File: config.mk
export PLATFORM = sky130hd
export DESIGN_NAME = ifu_fetch_flat
export DESIGN_NICKNAME = d
export VERILOG_FILES = /design/src/rtl/ifu_fetch_if.sv /design/src/rtl/ifu_fetch.sv /design/src/flat_wrapper.sv
export SDC_FILE = /design/constraint.sdc
export NUM_CORES = 1
export LEC_CHECK = 0
export CAP_MARGIN = 20
export CORE_MARGIN = 2
export CORE_UTILIZATION = 40
export DETAILED_ROUTE_END_ITERATION = 10
export PLACE_DENSITY = 0.79
export SLEW_MARGIN = 20
export SYNTH_ARGS = -nofsm -noshare
export SYNTH_HDL_FRONTEND = slang
export SYNTH_SLANG_ARGS = --single-unit
File: constraint.sdc
create_clock -name clk -period 2.2 [get_ports clk]
set_input_delay 0.66 -clock clk [delete_from_list [all_inputs] [get_ports clk]]
set_output_delay 0.66 -clock clk [all_outputs]
set_load 0.05 [all_outputs]
File: src/rtl/ifu_fetch_if.sv
// Fetch-unit bus bundle: AXI4-Lite-style AR/R read channel to instruction
// memory plus the valid/ready instruction handoff to the decoder.
interface ifu_fetch_if #(
  parameter int unsigned WIDTH = 32
);
  logic             arvalid;
  logic             arready;
  logic [WIDTH-1:0] araddr;
  logic             rvalid;
  logic             rready;
  logic [31:0]      rdata;
  logic [1:0]       rresp;
  logic             inst_valid;
  logic             inst_ready;
  logic [31:0]      inst;
  logic [WIDTH-1:0] inst_pc;
  logic             inst_fault;

  modport master (
    output arvalid, araddr, rready, inst_valid, inst, inst_pc, inst_fault,
    input  arready, rvalid, rdata, rresp, inst_ready
  );

  modport slave (
    input  arvalid, araddr, rready, inst_valid, inst, inst_pc, inst_fault,
    output arready, rvalid, rdata, rresp, inst_ready
  );
endinterface

File: src/rtl/ifu_fetch.sv
// Instruction fetch unit: one AR/R read per PC value, handoff to the decoder,
// then wait for pc_update before fetching again.
module ifu_fetch #(
  parameter int unsigned WIDTH   = 32,
  parameter int unsigned TIMEOUT = 255
) (
  input  logic             clk,
  input  logic             rst,
  input  logic [WIDTH-1:0] pc,
  input  logic             pc_update,
  ifu_fetch_if.master      bus,
  output logic             busy
);

  localparam int unsigned CW = $clog2(TIMEOUT + 1);

  typedef enum logic [1:0] {IDLE, AR, R, OUT} state_t;

  state_t          state, state_next;
  logic [CW-1:0]   cnt;
  logic [31:0]     inst_q;
  logic [WIDTH-1:0] inst_pc_q;
  logic            fault_q;
  logic            misaligned;
  logic            timeout_hit;

  assign misaligned  = (pc[1:0] != 2'b00);
  assign timeout_hit = (cnt == CW'(TIMEOUT - 1));

  always_ff @(posedge clk) begin
    if (rst) state <= AR;
    else     state <= state_next;
  end

  always_comb begin
    state_next = state;
    unique case (state)
      IDLE: if (pc_update) state_next = AR;
      AR: begin
        if (misaligned)       state_next = OUT;
        else if (bus.arready) state_next = R;
      end
      R: if (bus.rvalid || timeout_hit) state_next = OUT;
      OUT: if (bus.inst_ready) state_next = pc_update ? AR : IDLE;
      default: state_next = AR;
    endcase
  end

  // Valids are gated by rst so the state left over from before a reset
  // cannot present a request or an instruction during the reset cycle.
  always_comb begin
    bus.arvalid    = !rst && (state == AR) && !misaligned;
    bus.araddr     = (state == AR) ? pc : '0;
    bus.rready     = !rst && (state == R);
    bus.inst_valid = !rst && (state == OUT);
    busy           = (state != IDLE);
  end

  always_ff @(posedge clk) begin
    if (rst) begin
      inst_q    <= '0;
      inst_pc_q <= '0;
      fault_q   <= 1'b0;
      cnt       <= '0;
    end else begin
      unique case (state)
        AR: begin
          if (misaligned) begin
            inst_pc_q <= pc;
            inst_q    <= '0;
            fault_q   <= 1'b1;
          end else if (bus.arready) begin
            inst_pc_q <= pc;
            cnt       <= '0;
          end
        end
        R: begin
          if (bus.rvalid) begin
            inst_q  <= bus.rdata;
            fault_q <= (bus.rresp != 2'b00);
          end else if (timeout_hit) begin
            inst_q  <= '0;
            fault_q <= 1'b1;
          end else begin
            cnt <= cnt + 1'b1;
          end
        end
        default: ;
      endcase
    end
  end

  assign bus.inst       = inst_q;
  assign bus.inst_pc    = inst_pc_q;
  assign bus.inst_fault = fault_q;

endmodule

File: src/flat_wrapper.sv
// flat-port wrapper written by rule: the top's interface ports become plain ports
module ifu_fetch_flat 
#(
  parameter int unsigned WIDTH   = 32,
  parameter int unsigned TIMEOUT = 255
)
  (clk, rst, pc, pc_update, busy, bus_arvalid, bus_araddr, bus_rready, bus_inst_valid, bus_inst, bus_inst_pc, bus_inst_fault, bus_arready, bus_rvalid, bus_rdata, bus_rresp, bus_inst_ready);
  ifu_fetch_if #(.WIDTH(WIDTH)) bus_i ();
  input  logic clk;
  input  logic rst;
  input  logic [WIDTH-1:0] pc;
  input  logic pc_update;
  output logic busy;
  output wire logic [$bits(bus_i.arvalid)-1:0] bus_arvalid;
  output wire logic [$bits(bus_i.araddr)-1:0] bus_araddr;
  output wire logic [$bits(bus_i.rready)-1:0] bus_rready;
  output wire logic [$bits(bus_i.inst_valid)-1:0] bus_inst_valid;
  output wire logic [$bits(bus_i.inst)-1:0] bus_inst;
  output wire logic [$bits(bus_i.inst_pc)-1:0] bus_inst_pc;
  output wire logic [$bits(bus_i.inst_fault)-1:0] bus_inst_fault;
  input wire logic [$bits(bus_i.arready)-1:0] bus_arready;
  input wire logic [$bits(bus_i.rvalid)-1:0] bus_rvalid;
  input wire logic [$bits(bus_i.rdata)-1:0] bus_rdata;
  input wire logic [$bits(bus_i.rresp)-1:0] bus_rresp;
  input wire logic [$bits(bus_i.inst_ready)-1:0] bus_inst_ready;
  assign bus_arvalid = bus_i.arvalid;
  assign bus_araddr = bus_i.araddr;
  assign bus_rready = bus_i.rready;
  assign bus_inst_valid = bus_i.inst_valid;
  assign bus_inst = bus_i.inst;
  assign bus_inst_pc = bus_i.inst_pc;
  assign bus_inst_fault = bus_i.inst_fault;
  assign bus_i.arready = bus_arready;
  assign bus_i.rvalid = bus_rvalid;
  assign bus_i.rdata = bus_rdata;
  assign bus_i.rresp = bus_rresp;
  assign bus_i.inst_ready = bus_inst_ready;
  ifu_fetch #(.WIDTH(WIDTH), .TIMEOUT(TIMEOUT)) u_core (.clk(clk), .rst(rst), .pc(pc), .pc_update(pc_update), .bus(bus_i), .busy(busy));
endmodule
==> results of run 1 <==
## worst min-delay path by stage
| stage | end | depth (start not counted) |
|---|---|---|
| 2_1_floorplan | u_core.cnt[7]$_SDFFE_PP0P_ | 1 |
| 3_3_place_gp | u_core.bus.inst_pc[10]$_SDFFE_PP0P_ | 2 |
| 3_5_place_dp | u_core.bus.inst_pc[18]$_SDFFE_PP0P_ | 2 |
| 4_1_cts | u_core.bus.inst_pc[18]$_SDFFE_PP0P_ | 2 |
| 5_1_grt | u_core.bus.inst_pc[12]$_SDFFE_PP0P_ | 2 |
| 6_report | u_core.bus.inst_pc[18]$_SDFFE_PP0P_ | 2 |
## kinds of logic (layout without fill, tap and decap cells)
logic type               count (synthesis)  count (layout)  share of synthesized area
AND/OR/NAND/NOR                        196             196                     0.2627
flip-flops                              75              75                     0.4453
AO/OA/AOI/OAI                           59              59                     0.1102
buffers and inverters                   37             219                    0.04898
multiplexers                            36              36                     0.1069
adder cells (fa/ha/maj)                  7               7                    0.02597
## cell type report
class,count,area [µm²]
Clock inverter,5,37.54
Timing Repair Buffer,193,2292
Multi-Input combinational cell,298,1757
Clock buffer,11,141.4
Sequential cell,75,1504
Tap cell,105,131.4
Fill cell,616,2275
Inverter,10,37.54
## what timing repair did
action,4_1_cts,5_1_grt
endpoints found under the setup margin,38,52
resized for setup,6,29
pin swaps,1,1
setup buffers,2,0
## cells in the final DEF, fill, tap and decap left out, types with 3 or more instances in the layout
master | Yosys | final
dfxtp_1 | 75 | 73
nand2b_1 | 4 | 4
nand3_1 | 3 | 3
nor2_2 | 0 | 3
dlymetal6s2s_1 | 0 | 19
clkdlybuf4s50_1 | 0 | 107
nor2_1 | 10 | 6
dlygate4sd2_1 | 0 | 3
clkbuf_8 | 0 | 10
o21ai_0 | 3 | 3
and2_4 | 0 | 4
buf_12 | 0 | 38
buf_4 | 0 | 24
mux2i_1 | 36 | 36
inv_1 | 10 | 8
nand2_1 | 129 | 129
nor3_1 | 4 | 4
a21oi_1 | 37 | 37
and2_1 | 32 | 28
ha_1 | 7 | 5
nand4_1 | 5 | 5
## worst max-delay path: cells and delay by family
family / cells / cell delay [ps]
buffers and inverters: 2 / 660
AND/OR/NAND/NOR: 1 / 190
## power groups by stage
stage	sequential (mW)	combinational, mW	clock (mW)
after floorplan	2.20	2.36	0
after global placement	1.66	4.89	0
after detailed placement	1.67	4.97	0
after CTS	1.63	4.99	0.988
after global routing	1.66	5.27	1.05
final	1.64	5.01	0.958
## synth_stat cells, drive strengths merged
master | instances | area [µm²]
nor2b | 2 | 12.51
o211ai | 1 | 12.51
a2bb2oi | 1 | 8.760
a41oi | 1 | 8.760
ha | 7 | 87.58
o22a | 1 | 10.01
a31oi | 1 | 6.260
inv | 10 | 37.54
nand3 | 3 | 15.01
a2111oi | 1 | 8.760
o21a | 1 | 7.510
clkbuf | 23 | 88.84
mux2i | 36 | 360.4
nand4 | 5 | 31.28
a221oi | 1 | 8.760
or4b | 1 | 10.01
or3b | 1 | 11.26
and3 | 2 | 12.51
a21bo | 1 | 10.01
and4 | 1 | 8.760
a21boi | 3 | 33.78
a211oi | 1 | 7.510
o2111ai | 1 | 8.760
nor3 | 4 | 20.02
nor2 | 10 | 37.54
dfxtp | 75 | 1501
buf | 4 | 38.78
nand2b | 4 | 25.02
and2 | 32 | 200.2
nand4b | 2 | 17.52
o21ai | 4 | 23.77
o31ai | 2 | 15.01
a32oi | 1 | 8.760
a22oi | 1 | 7.510
a21oi | 37 | 185.2
nand2 | 129 | 484.2
## metal layers
metal | vias to the layer above | wire (µm) | GRT usage
met3 | 12 | 995 | 0.07126
li1 | 1702 | - | -
met1 | 1566 | 4095 | 0.2680
met2 | 155 | 4848 | 0.3549
met4 | 0 | 104 | 0.07262
met5 | - | 0 | 0
## sequential cells by signal (all words and copies together) (netlist names)
name and flops:
u_core.bus.inst 32, u_core.state 2, u_core.cnt 8, u_core.bus.inst_fault 1, u_core.bus.inst_pc 32
==> out/metrics.yaml, run 1 <==
status: "completed"
cts_inserted_buffers: 9
dp_slack_ps: -367.8
rsz0062_at_grt: "false"
syn-cell-area_um2: 3372
min-delay-start: "u_core.bus.inst_pc[18]$_SDFFE_PP0P_"
hold_viol_final: 0
crit_chain: "clkdlybuf4s50_1 > and2_1 > buf_12"
grt_max_degree: 37
p_total_mw: 7.614
slew_headroom: 0.5579
skew_ps: 10.34
ant_nets: 0
std_cell_rows: 33
initial_utilization: 0.4125
grt_use_total: 0.2166
crit_path_end: "bus_araddr[10]"
dp_hpwl_um: 7578
dp.cells: 679
reg2reg_from: "u_core.state[0]$_SDFFE_PP1P_"
ys_warn_count: 0
via_per_inst: 4.928
routabilityCongestion: 0.8168
ys_seq_area_frac: 0.4453
setup_violations: 0
fin_crit_sh: 0.9882
fin_util: 0.7218
wl_um: 10040
hold_buffers: 0
num_vias: 3435
worst_slack_ps: 25.99
period_needed_ps: 2174
pin_count: 173
combPwrFrac: 0.658
io_buffers: 172
area_growth_pct: 74.99
cp_max_fo: 2
fin_nets: 666
drtIter0Drc: 102
max-cap-violations: 0
clock-root-buffer: "clkbuf_8"
fmax_mhz: 460.0
p_switching_mw: 3.459
tns_ps: 0
startpoint_type: "input pin"
critPathKind: "input pin to output pin"
critPathRequiredTime_ps: 1540
power.leakage_nw: 2.654
antenna_cells: 0
worst_slew_pin_slew_ps: 661.6
synthCells: 410
cts.sinks: 75
routedWlPerCell_um: 14.41
drc: 0
slowest_delay_ps: 520
slew_violations: 0
cp.arrival_ps: 1510
endpoint_kind: "output pin"
fin_area_um2: 5901
cts_tree: "built"
clkTransAtPathRegs_ps: 70
reg2regPathDepth: 6
die_x_um: 95.82
grt_overflow: 0
cts_buffer_depth: 2
power_per_cell_area_nw_per_um2: 1290
layout-drive-gt1-share: 0.1689
internal_power_mw: 4.155
peakVddDrop_uv: 702.3
holdCritPathClass: "flip-flop to flip-flop"
ys_types: 40
timing.rr.end: "u_core.cnt[3]$_SDFFE_PP0P_"
worstSetupStartpoint: "pc[10]"
first_global_vias: 3204
cp_slowest_cell: "clkdlybuf4s50_1"
finalNonFillerCells: 697
ys_ff_latch: 75
switching_share: 0.4543
htreeDepth: 3
synth_nets: 489
dr.pass1.iters: 4
postSynthAreaPerCell_um2: 8.224
placed_cell_area_um2: 5624
die_height_um: 95.82
dieArea_um2: 9181
core_um2: 8175
grt_pass1_wl_um: 15720
ff2ff_setup_slack_ps: 270
holdWs_ps: 454.0
insertion_delay_ps: 340
pwr-share-seq: 0.216
antenna_found_initial: 0
p_clk_frac: 0.126
Power figures use the tool's default switching activity.
==> inputs of run 2 (changes only) <==
--- a/config.mk
+++ b/config.mk
@@ -10,7 +10,8 @@
 export CORE_UTILIZATION = 40
 export DETAILED_ROUTE_END_ITERATION = 10
 export PLACE_DENSITY = 0.79
-export SLEW_MARGIN = 20
+export SETUP_SLACK_MARGIN = 0.3
+export SLEW_MARGIN = 25
 export SYNTH_ARGS = -nofsm -noshare
 export SYNTH_HDL_FRONTEND = slang
 export SYNTH_SLANG_ARGS = --single-unit
==> run 2 against run 1 <==
- clock-buffer cell count unchanged
- routed wire length up 9.2%
- largest power group unchanged
- combinational power up 16%
- critical endpoint is now bus_rready
- highest routed layer unchanged
==> out/metrics.yaml, run 2 (synthesis results as in run 1) <==
dp_hpwl_um: 7700
hold_buffers: 0
die_x_um: 95.82
die_height_um: 95.82
fmax_mhz: 462.8
antenna_cells: 0
cts_tree: "built"
cts.sinks: 75
grt_pass1_wl_um: 16700
num_vias: 3646
crit_buf_inv: 4
cp.arrival_ps: 1500
initial_utilization: 0.4125
endpoint_kind: "output pin"
wl_met2_um: 5377
slowest_delay_ps: 360
htreeDepth: 3
hold_viol_final: 0
routabilityCongestion: 0.8280
setup_violations: 0
cts_inserted_buffers: 9
drc: 0
area_growth_pct: 83.64
skew_ps: 10.55
fin_nets: 682
critPathKind: "flip-flop to output pin"
wl_met3_um: 1011
worst_slew_pin_slew_ps: 664.7
crit_chain: "buf_4 > buf_6 > ha_4 > nand2b_4 > clkinvlp_4 > buf_8"
placed_cell_area_um2: 5723
grt_max_degree: 33
cp_top_family: "buffers and inverters"
slew_headroom: 0.5558
critPathRequiredTime_ps: 1540
slew_violations: 0
wl_um: 10970
dp_slack_ps: -355.4
std_cell_rows: 33
pin_count: 173
max-cap-violations: 0
power.leakage_nw: 2.637
io_buffers: 172
power_per_cell_area_nw_per_um2: 1378
cts_buffer_depth: 2
dr.pass1.iters: 4
top_layer: "met4"
grt_use_total: 0.2299
clock-root-buffer: "clkbuf_8"
holdCritPathClass: "flip-flop to flip-flop"
clkTransAtPathRegs_ps: 80
drtIter0Drc: 130
period_needed_ps: 2161
cp_slowest_cell: "dfxtp_4"
met1_length_um: 4268
antenna_found_initial: 0
final_cell_mix: "nand2_1, dfxtp_1, clkdlybuf4s50_1"
ant_nets: 0
rsz0062_at_grt: "true"
via_per_inst: 5.114
core_um2: 8175
finalNonFillerCells: 713
routedWlPerCell_um: 15.38
cp_max_fo: 3
peakVddDrop_uv: 618.7
fill_cells: 553
layout_commonest_cell: "nand2_1"
fin_area_um2: 6192
startpoint_type: "flip-flop"
grt_overflow: 0
dp.cells: 679
insertion_delay_ps: 340
dieArea_um2: 9181
layout-drive-gt1-share: 0.2780
fin_crit_sh: 0.9821
worst_slack_ps: 39.40
status: "completed"
first_global_vias: 3518
-- run 2: cell count changes in the layout (fill, tap and decap cells not counted), sizes merged --
cell / previous run / this run
buf: 64 / 79
clkbuf: 11 / 26
dlymetal6s2s: 19 / 3
clkdlybuf4s50: 107 / 48
clkdlybuf4s15: 0 / 39
bufinv: 0 / 1
inv: 11 / 9
clkinv: 2 / 3
dlygate4sd2: 3 / 25
-- run 2: power by group --
group          switching [mW]  internal, mW  total, mW
sequential              0.113          1.55       1.66
clock                   0.526         0.531       1.06
combinational            3.08          2.73       5.81
-- run 2: layout make-up --
class                           count  area (µm²)  area share
Timing Repair Buffer              209        2382      0.3847
Multi-Input combinational cell    298        1928      0.3114
Sequential cell                    75        1509      0.2437
Clock buffer                       11       131.4     0.02122
Tap cell                          105       131.4     0.02122
Clock inverter                      5       63.81     0.01031
Inverter                           10       46.29    0.007476
-- run 2: worst paths after layout --
path,depth (start not counted),to,slack [ps],from
max,6,bus_rready,40,u_core.state[1]$_SDFFE_PP0P_
min,2,u_core.bus.inst_pc[3]$_SDFFE_PP0P_,460,u_core.bus.inst_pc[3]$_SDFFE_PP0P_
min reg2reg,2,u_core.bus.inst_pc[3]$_SDFFE_PP0P_,460,u_core.bus.inst_pc[3]$_SDFFE_PP0P_
max reg2reg,10,u_core.bus.inst[31]$_SDFFE_PP0P_,280,u_core.state[1]$_SDFFE_PP0P_
-- run 2: tightest hold or removal path, stage by stage, from the launching register on --
cell and delay, ps:
dfxtp_1 310, nand2_1 50, a21oi_1 50
-- run 2: routing by layer --
layer / global-route usage / vias to the layer above
met5: 0 / -
li1: - / 1742
met3: 0.05482 / 27
met4: 0.08929 / 0
met1: 0.2595 / 1678
met2: 0.4161 / 199
-- run 2: repair_timing --
item / CTS / global route
cloned: 2 / 1
setup endpoints to repair: 161 / 124
gates resized for setup: 117 / 78
buffers inserted: 8 / 7
pin swaps: 6 / 6
-- run 2: metrics by stage --
stage	hold slack [ps]	utilization	power (mW)	setup TNS [ps]
after floorplan	452.3	-	4.824	0
after global placement	440.6	0.7000	6.781	-7595
after detailed placement	446.9	0.7000	6.867	-12530
after CTS	456.3	0.7391	8.252	0
after global routing	476.1	0.7574	8.890	-4.131
final	459.1	0.7574	8.531	0
